==> src/rtl/addsub_acc_pipe.sv <==
// Two-stage add/sub/accumulate unit with signed overflow, unsigned carry/borrow and an internal accumulator.
// Latency: operation sampled at edge k shows on Sum/Carry/Overflow/Out_Valid after edge k+1; one result per cycle.
// Backpressure: En=0 freezes every register (including Out_Valid and Acc); In_Valid is ignored while stalled.
// Optional: define ADDSUB_SATURATE_EN to clamp Sum/Acc on signed overflow instead of wrapping.
module addsub_acc_pipe #(
    parameter int WIDTH = 8
) (
    input  logic             Clk,
    input  logic             Reset,
    input  logic             En,
    input  logic             In_Valid,
    input  logic [1:0]       Mode,
    input  logic [WIDTH-1:0] A,
    input  logic [WIDTH-1:0] B,
    output logic [WIDTH-1:0] Sum,
    output logic             Carry,
    output logic             Overflow,
    output logic             Out_Valid,
    output logic [WIDTH-1:0] Acc
);

    localparam int MSB = WIDTH - 1;

    localparam logic [1:0] MODE_ADD = 2'b00;
    localparam logic [1:0] MODE_SUB = 2'b01;
    localparam logic [1:0] MODE_ACC = 2'b10;

    logic [WIDTH-1:0] s1_a;
    logic [WIDTH-1:0] s1_b;
    logic [1:0]       s1_mode;
    logic             s1_v;

    logic [WIDTH-1:0] opx;
    logic [WIDTH-1:0] opy;
    logic [WIDTH:0]   raw;
    logic [WIDTH-1:0] res;
    logic             carry_n;
    logic             ovf_n;

    always_ff @(posedge Clk) begin
        if (Reset) begin
            s1_a    <= '0;
            s1_b    <= '0;
            s1_mode <= 2'b00;
            s1_v    <= 1'b0;
        end else if (En) begin
            s1_a    <= A;
            s1_b    <= B;
            s1_mode <= Mode;
            s1_v    <= In_Valid;
        end
    end

    // Accumulate uses Acc as the left operand and A as the right; Acc is read
    // straight from its register, so back-to-back accumulates chain naturally.
    always_comb begin
        opx     = s1_mode[1] ? Acc : s1_a;
        opy     = s1_mode[1] ? s1_a : s1_b;
        raw     = '0;
        ovf_n   = 1'b0;
        case (s1_mode)
            MODE_ADD, MODE_ACC: begin
                raw   = {1'b0, opx} + {1'b0, opy};
                ovf_n = (opx[MSB] == opy[MSB]) && (raw[MSB] != opx[MSB]);
            end
            MODE_SUB: begin
                raw   = {1'b0, opx} - {1'b0, opy};
                ovf_n = (opx[MSB] != opy[MSB]) && (raw[MSB] != opx[MSB]);
            end
            default: begin
                raw   = '0;
                ovf_n = 1'b0;
            end
        endcase
        carry_n = raw[WIDTH];
        res     = raw[WIDTH-1:0];
`ifdef ADDSUB_SATURATE_EN
        // Overflow direction follows the sign of the left operand.
        if (ovf_n) begin
            res = opx[MSB] ? {1'b1, {(WIDTH-1){1'b0}}} : {1'b0, {(WIDTH-1){1'b1}}};
        end
`endif
    end

    always_ff @(posedge Clk) begin
        if (Reset) begin
            Sum       <= '0;
            Carry     <= 1'b0;
            Overflow  <= 1'b0;
            Out_Valid <= 1'b0;
            Acc       <= '0;
        end else if (En) begin
            Out_Valid <= s1_v;
            if (s1_v) begin
                Sum      <= res;
                Carry    <= carry_n;
                Overflow <= ovf_n;
                if (s1_mode[1]) begin
                    Acc <= res;
                end
            end
        end
    end

endmodule

==> config.mk <==
export PLATFORM = sky130hd
export DESIGN_NAME = addsub_acc_pipe
export DESIGN_NICKNAME = d
export VERILOG_FILES = /design/src/rtl/addsub_acc_pipe.sv
export SDC_FILE = /design/constraint.sdc
export NUM_CORES = 1
export LEC_CHECK = 0
export CELL_PAD_IN_SITES_DETAIL_PLACEMENT = 1
export CELL_PAD_IN_SITES_GLOBAL_PLACEMENT = 2
export CORE_AREA = 8 8 107 109
export DETAILED_ROUTE_END_ITERATION = 12
export DIE_AREA = 0 0 115 117
export HOLD_SLACK_MARGIN = 0.08
export PLACE_DENSITY = 0.75
export SLEW_MARGIN = 20
export SYNTH_ARGS = -nofsm -noshare
export SYNTH_HDL_FRONTEND = slang
export SYNTH_SLANG_ARGS = --single-unit
==> constraint.sdc <==
create_clock -name Clk -period 4.3 [get_ports Clk]
set_clock_uncertainty 0.15 [all_clocks]
set_input_delay 1.29 -clock Clk [delete_from_list [all_inputs] [get_ports Clk]]
set_output_delay 1.29 -clock Clk [all_outputs]
set_load 0.05 [all_outputs]
==> results of run 1 <==
## synthesized netlist by cell type, types with 4 or more instances
cell | number | area [µm²]
o21ai_0 | 7 | 35.03
nor3_1 | 9 | 45.04
o22ai_1 | 4 | 25.02
buf_2 | 5 | 25.02
a21oi_1 | 17 | 85.08
clkbuf_1 | 5 | 18.77
xor2_1 | 4 | 35.03
ha_1 | 16 | 200.2
a211oi_1 | 4 | 30.03
mux2i_1 | 32 | 320.3
nor2_1 | 45 | 168.9
dfxtp_1 | 38 | 760.7
or3_1 | 4 | 25.02
inv_1 | 14 | 52.55
nand2_1 | 6 | 22.52
mux2_2 | 7 | 78.83
xnor2_1 | 5 | 43.79
nor2b_1 | 4 | 25.02
nand2b_1 | 6 | 37.54
## registers in the layout, indices dropped and copies added, names as in the netlist
name,cells
Overflow,1
s1_a,8
s1_b,8
Sum,8
Out_Valid,1
Acc,8
s1_mode,2
s1_v,1
Carry,1
## through the flow
stage,setup WS (ns),std cells
3_5_place_dp,1.023,434
4_1_cts,1.095,442
2_1_floorplan,1.500,271
5_1_grt,0.9377,442
6_report,1.088,442
3_3_place_gp,1.051,434
## logic make-up after synthesis
group,synth area share [%]
AO/OA/AOI/OAI,14.65
adder cells (fa/ha/maj),10.08
AND/OR/NAND/NOR,16.54
XOR/XNOR,3.309
flip-flops,31.93
multiplexers,16.75
buffers and inverters,6.723
## worst min-delay path by stage
stage                     cells after the start  slack (ns)                    from                      to
final                                         2        0.33     Sum[3]$_SDFFE_PP0P_     Sum[3]$_SDFFE_PP0P_
after global routing                          2        0.36     Sum[3]$_SDFFE_PP0P_     Sum[3]$_SDFFE_PP0P_
after CTS                                     2        0.34     Sum[3]$_SDFFE_PP0P_     Sum[3]$_SDFFE_PP0P_
after detailed placement                      2        0.32     Sum[3]$_SDFFE_PP0P_     Sum[3]$_SDFFE_PP0P_
after global placement                        2        0.31  Out_Valid$_SDFFE_PP0P_  Out_Valid$_SDFFE_PP0P_
after floorplan                               2        0.31    s1_b[0]$_SDFFE_PP0P_    s1_b[0]$_SDFFE_PP0P_
## power groups by stage
| stage | clock network [µW] | logic (µW) | registers (µW) |
|---|---|---|---|
| finish | 257 | 230 | 383 |
| floorplan | 0 | 160 | 399 |
| global placement | 0 | 228 | 392 |
| global route | 280 | 252 | 386 |
| CTS | 271 | 232 | 384 |
| detailed placement | 0 | 231 | 392 |
## final cells by class
class / count / area (µm²) / share of cell area (%)
clock inverters: 3 / 21.27 / 0.7155
well taps: 136 / 170.2 / 5.724
flip-flops and latches: 38 / 760.7 / 25.59
inverters: 14 / 52.55 / 1.768
clock buffers: 5 / 68.82 / 2.315
multi-input cells: 201 / 1461 / 49.16
repair buffers: 45 / 437.9 / 14.73
## worst register-to-register path, cell delays in order (launching register included)
cell      delay, ns
dfxtp_1        0.78
mux2_2         0.43
ha_1           0.41
nand2b_1       0.21
a221oi_1       0.48
mux2i_1        0.29
nand3_1        0.09
a21oi_1        0.17
nor3_1         0.07
## metal layers
metal,global-route usage [%],routed length [µm],vias to the layer above
li1,-,-,1007
met1,11.89,2985,952
met2,17.61,3237,24
met3,2.514,223,5
met4,2.627,59,0
met5,0,0,-
==> flow_summary_export.csv, run 1 <==
group,metric,value,unit
power_and_ir_drop,pwr-share-seq,44.0,%
routing,ant_nets,0,
synthesis,avgSynthCellArea,8.791,µm²
placement,place_congestion,0.7646,
finish,n_fill_cell,1194,
routing,drt-wirelength-per-cell,14.72,µm
die,core.rowCount,37,
worst_setup_path,cp-endpoint,"Sum[6]$_SDFFE_PP0P_",
power_and_ir_drop,power.internal,585.4,µW
power_and_ir_drop,power.density,292.6,nW/µm²
power_and_ir_drop,p_total,869.7,µW
finish,final_common_cell,"nor2_1",
timing,setup_viol_count_final,0,
synthesis,ys_seq_elements,38,
placement,dpl.hpwl,5057,µm
worst_setup_path,crit_slowest_cell,"dfxtp_1",
routing,routed_wl,6505,µm
clock_tree,clock_sinks,38,
placement,port_buffers,40,
timing,worst_pin_slew,0.7952,ns
placement,postPlaceCellArea,2883,µm²
global_route,grt_first_pass_wirelength,10460,µm
clock_tree,cts_tree,"done",
timing,hold_viol_final,0,
worst_setup_path,crit_required,4.30,ns
routing,drc,0,
power_and_ir_drop,combPwrFrac,26.4,%
synthesis,syn_inst,271,
min_path,hold_class,"reg -> reg",
synthesis,yosys_warnings,0,
routing,firstDrtPassIters,4,
die,start_util,24.05,%
worst_setup_path,crit_arrival,3.21,ns
synthesis,synth_cell_types,44,
finish,n_antenna_cell,0,
worst_setup_path,cp.depth,8,
finish,drive_above_1_share,9.150,%
timing,setup_tns,0,ns
clock_tree,post_cts_buffers,0,
worst_setup_path,cp_top_family,"flip-flops",
power_and_ir_drop,vdd_drop_max,0.09800,mV
clock_tree,cts-root-buf,"clkbuf_8",
synthesis,synthArstFlopShare,0,%
clock_tree,cts.htree.levels,2,
timing,fmax,311.4,MHz
clock_tree,clock_latency,0.30,ns
worst_setup_path,reg2reg_from,"s1_mode[1]$_SDFFE_PP0P_",
routing,drt_iter0_drc,50,
worst_setup_path,path_buf_inv,0,
power_and_ir_drop,clock_power_share,29.6,%
synthesis,synth-seq-area-share,31.93,%
global_route,grt_max_degree,23,
die,die_h,117,µm
timing,slew_headroom,46.82,%
die,die_area,13460,µm²
die,boundaryPins,41,
synthesis,netlist_area,2382,µm²
finish,utilization,30.01,%
worst_setup_path,cp_slowest_stage_delay,0.78,ns
clock_tree,clk_pin_slew,0.08,ns
global_route,antenna_found_initial,0,
routing,vias_per_cell,4.498,
power_and_ir_drop,leakage,0.001250,µW
worst_setup_path,startpoint_type,"flip-flop",
clock_tree,clock_path_buffers,2,
finish,area_delta_synth_final,24.79,%
clock_tree,cts_resized,0,
job,maxCapViolations,0,
worst_setup_path,worstPathMaxFanout,12,
worst_setup_path,crit_start,"s1_mode[1]$_SDFFE_PP0P_",
global_route,gr-total-overflow,0,
finish,layout.nets,345,
die,die-width,115,µm
finish,fin_area,2973,µm²
synthesis,synth_flop_cell,"dfxtp_1",
routing,dr_total_vias,1988,
timing,finalCritPeriodShare,74.69,%
timing,holdWs,0.3322,ns
die,core-area,9907,µm²
global_route,grt_usage,10.02,%
worst_setup_path,reg2reg_depth,8,
timing,slew_violations,0,
power_and_ir_drop,p_switching,284.3,µW
clock_tree,cts_buffers,5,
run_status,status,"finished clean",
worst_setup_path,r2r-end,"Sum[6]$_SDFFE_PP0P_",
worst_setup_path,end_kind,"flip-flop",
synthesis,synth_edf_count,0,
finish,layout_common_cells,"nor2_1 (45), clkdlybuf4s50_1 (40), dfxtp_1 (38)",
timing,min_period,3.212,ns
worst_setup_path,critPathKind,"reg -> reg",
worst_setup_path,r2r_setup_slack,1.09,ns
clock_tree,cts_hold_buf,0,
global_route,grt_pass1_vias,2061,
worst_setup_path,cp_cell_sequence,"mux2_2 -> ha_1 -> nand2b_1 -> a221oi_1 -> mux2i_1 -> nand3_1 -> a21oi_1 -> nor3_1",
power_and_ir_drop,p_sw_share,32.69,%
timing,rsz0062_at_grt,"no",
synthesis,synth_nets,311,
No activity file was read; power rests on OpenSTA's default activity.
==> run 2, diff against run 1 <==
--- a/config.mk
+++ b/config.mk
@@ -11,7 +11,7 @@
 export DETAILED_ROUTE_END_ITERATION = 12
 export DIE_AREA = 0 0 115 117
 export HOLD_SLACK_MARGIN = 0.08
-export PLACE_DENSITY = 0.75
+export PLACE_DENSITY = 0.77
 export SLEW_MARGIN = 20
 export SYNTH_ARGS = -nofsm -noshare
 export SYNTH_HDL_FRONTEND = slang
==> constraint.sdc (replaced) <==
create_clock -name Clk -period 2.74 [get_ports Clk]
set_clock_uncertainty 0.15 [all_clocks]
set_input_delay 0.822 -clock Clk [delete_from_list [all_inputs] [get_ports Clk]]
set_output_delay 0.822 -clock Clk [all_outputs]
set_load 0.05 [all_outputs]
==> run 2 against run 1 <==
  * Utilization rose by 1.9 points
  * First-iteration DRC count increased by 8.0%
  * Sequential cell count unchanged
  * Non-clock buffer count up 11
  * Clock power increased by 130%
  * Power increased by 83%
  * Sequential share of layout area is 1.5 points lower
==> flow_summary_export.csv, run 2 (same netlist as run 1, synthesis figures left out) <==
group,metric,value,unit
run_status,status,"finished clean",
finish,fin_area,3163,µm²
finish,n_fill_cell,1182,
clock_tree,clk_pin_slew,0.08,ns
clock_tree,clock_path_buffers,2,
global_route,grt_usage,10.52,%
timing,worst_pin_slew,0.5212,ns
routing,routed_wl,6810,µm
worst_setup_path,reg2reg_depth,9,
worst_setup_path,critPathKind,"reg -> reg",
finish,layout.nets,356,
die,die-width,115,µm
finish,register_area,760.7,µm²
die,core-area,9907,µm²
global_route,grt_pass1_vias,2220,
min_path,hold_path_depth,2,
routing,vias_per_cell,4.528,
clock_tree,cts_buffers,5,
finish,n_antenna_cell,0,
routing,firstDrtPassIters,4,
routing,dr_total_vias,2051,
power_and_ir_drop,vdd_drop_max,0.1914,mV
timing,setup_viol_count_final,0,
min_path,hold_class,"reg -> reg",
finish,layout_common_cells,"nor2_1 (45), clkdlybuf4s50_1 (40), dfxtp_1 (38)",
worst_setup_path,worstPathMaxFanout,9,
routing,drc,0,
clock_tree,clock_sinks,38,
worst_setup_path,crit_required,2.79,ns
die,core.rowCount,37,
power_and_ir_drop,leakage,0.001324,µW
finish,drive_above_1_share,17.03,%
timing,slew_violations,0,
timing,setup_tns,0,ns
clock_tree,clock_latency,0.30,ns
clock_tree,cts.htree.levels,2,
placement,dpl.hpwl,5328,µm
global_route,grt_first_pass_wirelength,11160,µm
timing,hold_viol_final,0,
placement,port_buffers,40,
clock_tree,cts_hold_buf,0,
placement,place_congestion,0.8353,
global_route,grt_max_degree,39,
timing,holdWs,0.3200,ns
routing,drt-wirelength-per-cell,15.03,µm
timing,fmax,384.3,MHz
timing,slew_headroom,65.15,%
clock_tree,cts-root-buf,"clkbuf_8",
global_route,gr-total-overflow,0,
routing,drt_iter0_drc,54,
finish,area_delta_synth_final,32.77,%
routing,ant_nets,0,
finish,final_common_cell,"nor2_1",
clock_tree,cts_tree,"done",
die,start_util,24.05,%
die,die_area,13460,µm²
worst_setup_path,end_kind,"flip-flop",
power_and_ir_drop,power.density,504.2,nW/µm²
placement,postPlaceCellArea,2969,µm²
die,die_h,117,µm
die,boundaryPins,41,
timing,rsz0062_at_grt,"no",
job,maxCapViolations,0,
worst_setup_path,startpoint_type,"flip-flop",
timing,min_period,2.602,ns
worst_setup_path,crit_arrival,2.65,ns
global_route,antenna_found_initial,0,
finish,multi_input_area,1513,µm²
timing,finalCritPeriodShare,94.98,%
==> run 2: changes by cell type in the layout (fill, tap and decap cells not counted), sizes merged <==
cell | before | now
buf | 5 | 16
bufinv | 0 | 2
clkbuf | 5 | 6
clkinv | 2 | 0
clkinvlp | 1 | 0
==> run 2: final cells by class <==
type | instances | area share [%]
repair buffers | 56 | 16.57
multi-input cells | 201 | 47.82
well taps | 136 | 5.380
clock inverters | 2 | 1.899
clock buffers | 6 | 2.611
flip-flops and latches | 38 | 24.05
inverters | 14 | 1.661
==> run 2: worst paths after layout <==
kind,slack (ns),end,start
worst max register to register,0.14,Overflow$_SDFFE_PP0P_,s1_mode[1]$_SDFFE_PP0P_
worst min-delay path,0.32,Sum[3]$_SDFFE_PP0P_,Sum[3]$_SDFFE_PP0P_
worst max-delay path,0.14,Overflow$_SDFFE_PP0P_,s1_mode[1]$_SDFFE_PP0P_
worst min register to register,0.32,Sum[3]$_SDFFE_PP0P_,Sum[3]$_SDFFE_PP0P_
==> run 2: critical path: stages, from the launching register on <==
cell     delay [ns]
dfxtp_1        0.33
buf_4          0.17
mux2_2         0.37
ha_2           0.44
o21a_1         0.15
o31a_1         0.19
a41o_1         0.26
xnor2_1        0.14
nor3_1         0.06
o31a_1         0.25
==> run 2: routing by layer <==
| layer | global-route usage, % | up-vias | part of all wire [%] | wire, µm |
|---|---|---|---|---|
| met3 | 2.463 | 7 | 3.8 | 260 |
| li1 | - | 1025 | - | - |
| met4 | 3.152 | 0 | 1.1 | 74 |
| met1 | 12.16 | 989 | 43 | 2957 |
| met5 | 0 | - | 0 | 0 |
| met2 | 18.86 | 30 | 52 | 3518 |
==> run 2: stage by stage <==
step                cells  utilization [%]  setup slack (ns)  total power (µW)
floorplan             271                -           0.04147             878.6
global placement      445            29.97           0.05958             987.3
detailed placement    445            29.97          -0.01219             994.9
CTS                   453            31.54           0.05419              1608
global route          453            31.93          0.004132              1681
finish                453            31.93            0.1377              1595
==> run 2: report_power, final <==
group          leakage (µW)  switching (µW)  internal (µW)
Sequential         0.000311            16.3            576
Combinational      0.000942             215            185
Clock             0.0000714             213            389
Total               0.00132             445           1150
==> run 2: repair_timing <==
| action | 4_1_cts | 5_1_grt |
|---|---|---|
| setup endpoints to repair | 3 | 8 |
| pin swaps | 0 | 3 |
| resized for setup | 3 | 13 |
| setup buffers | 0 | 0 |
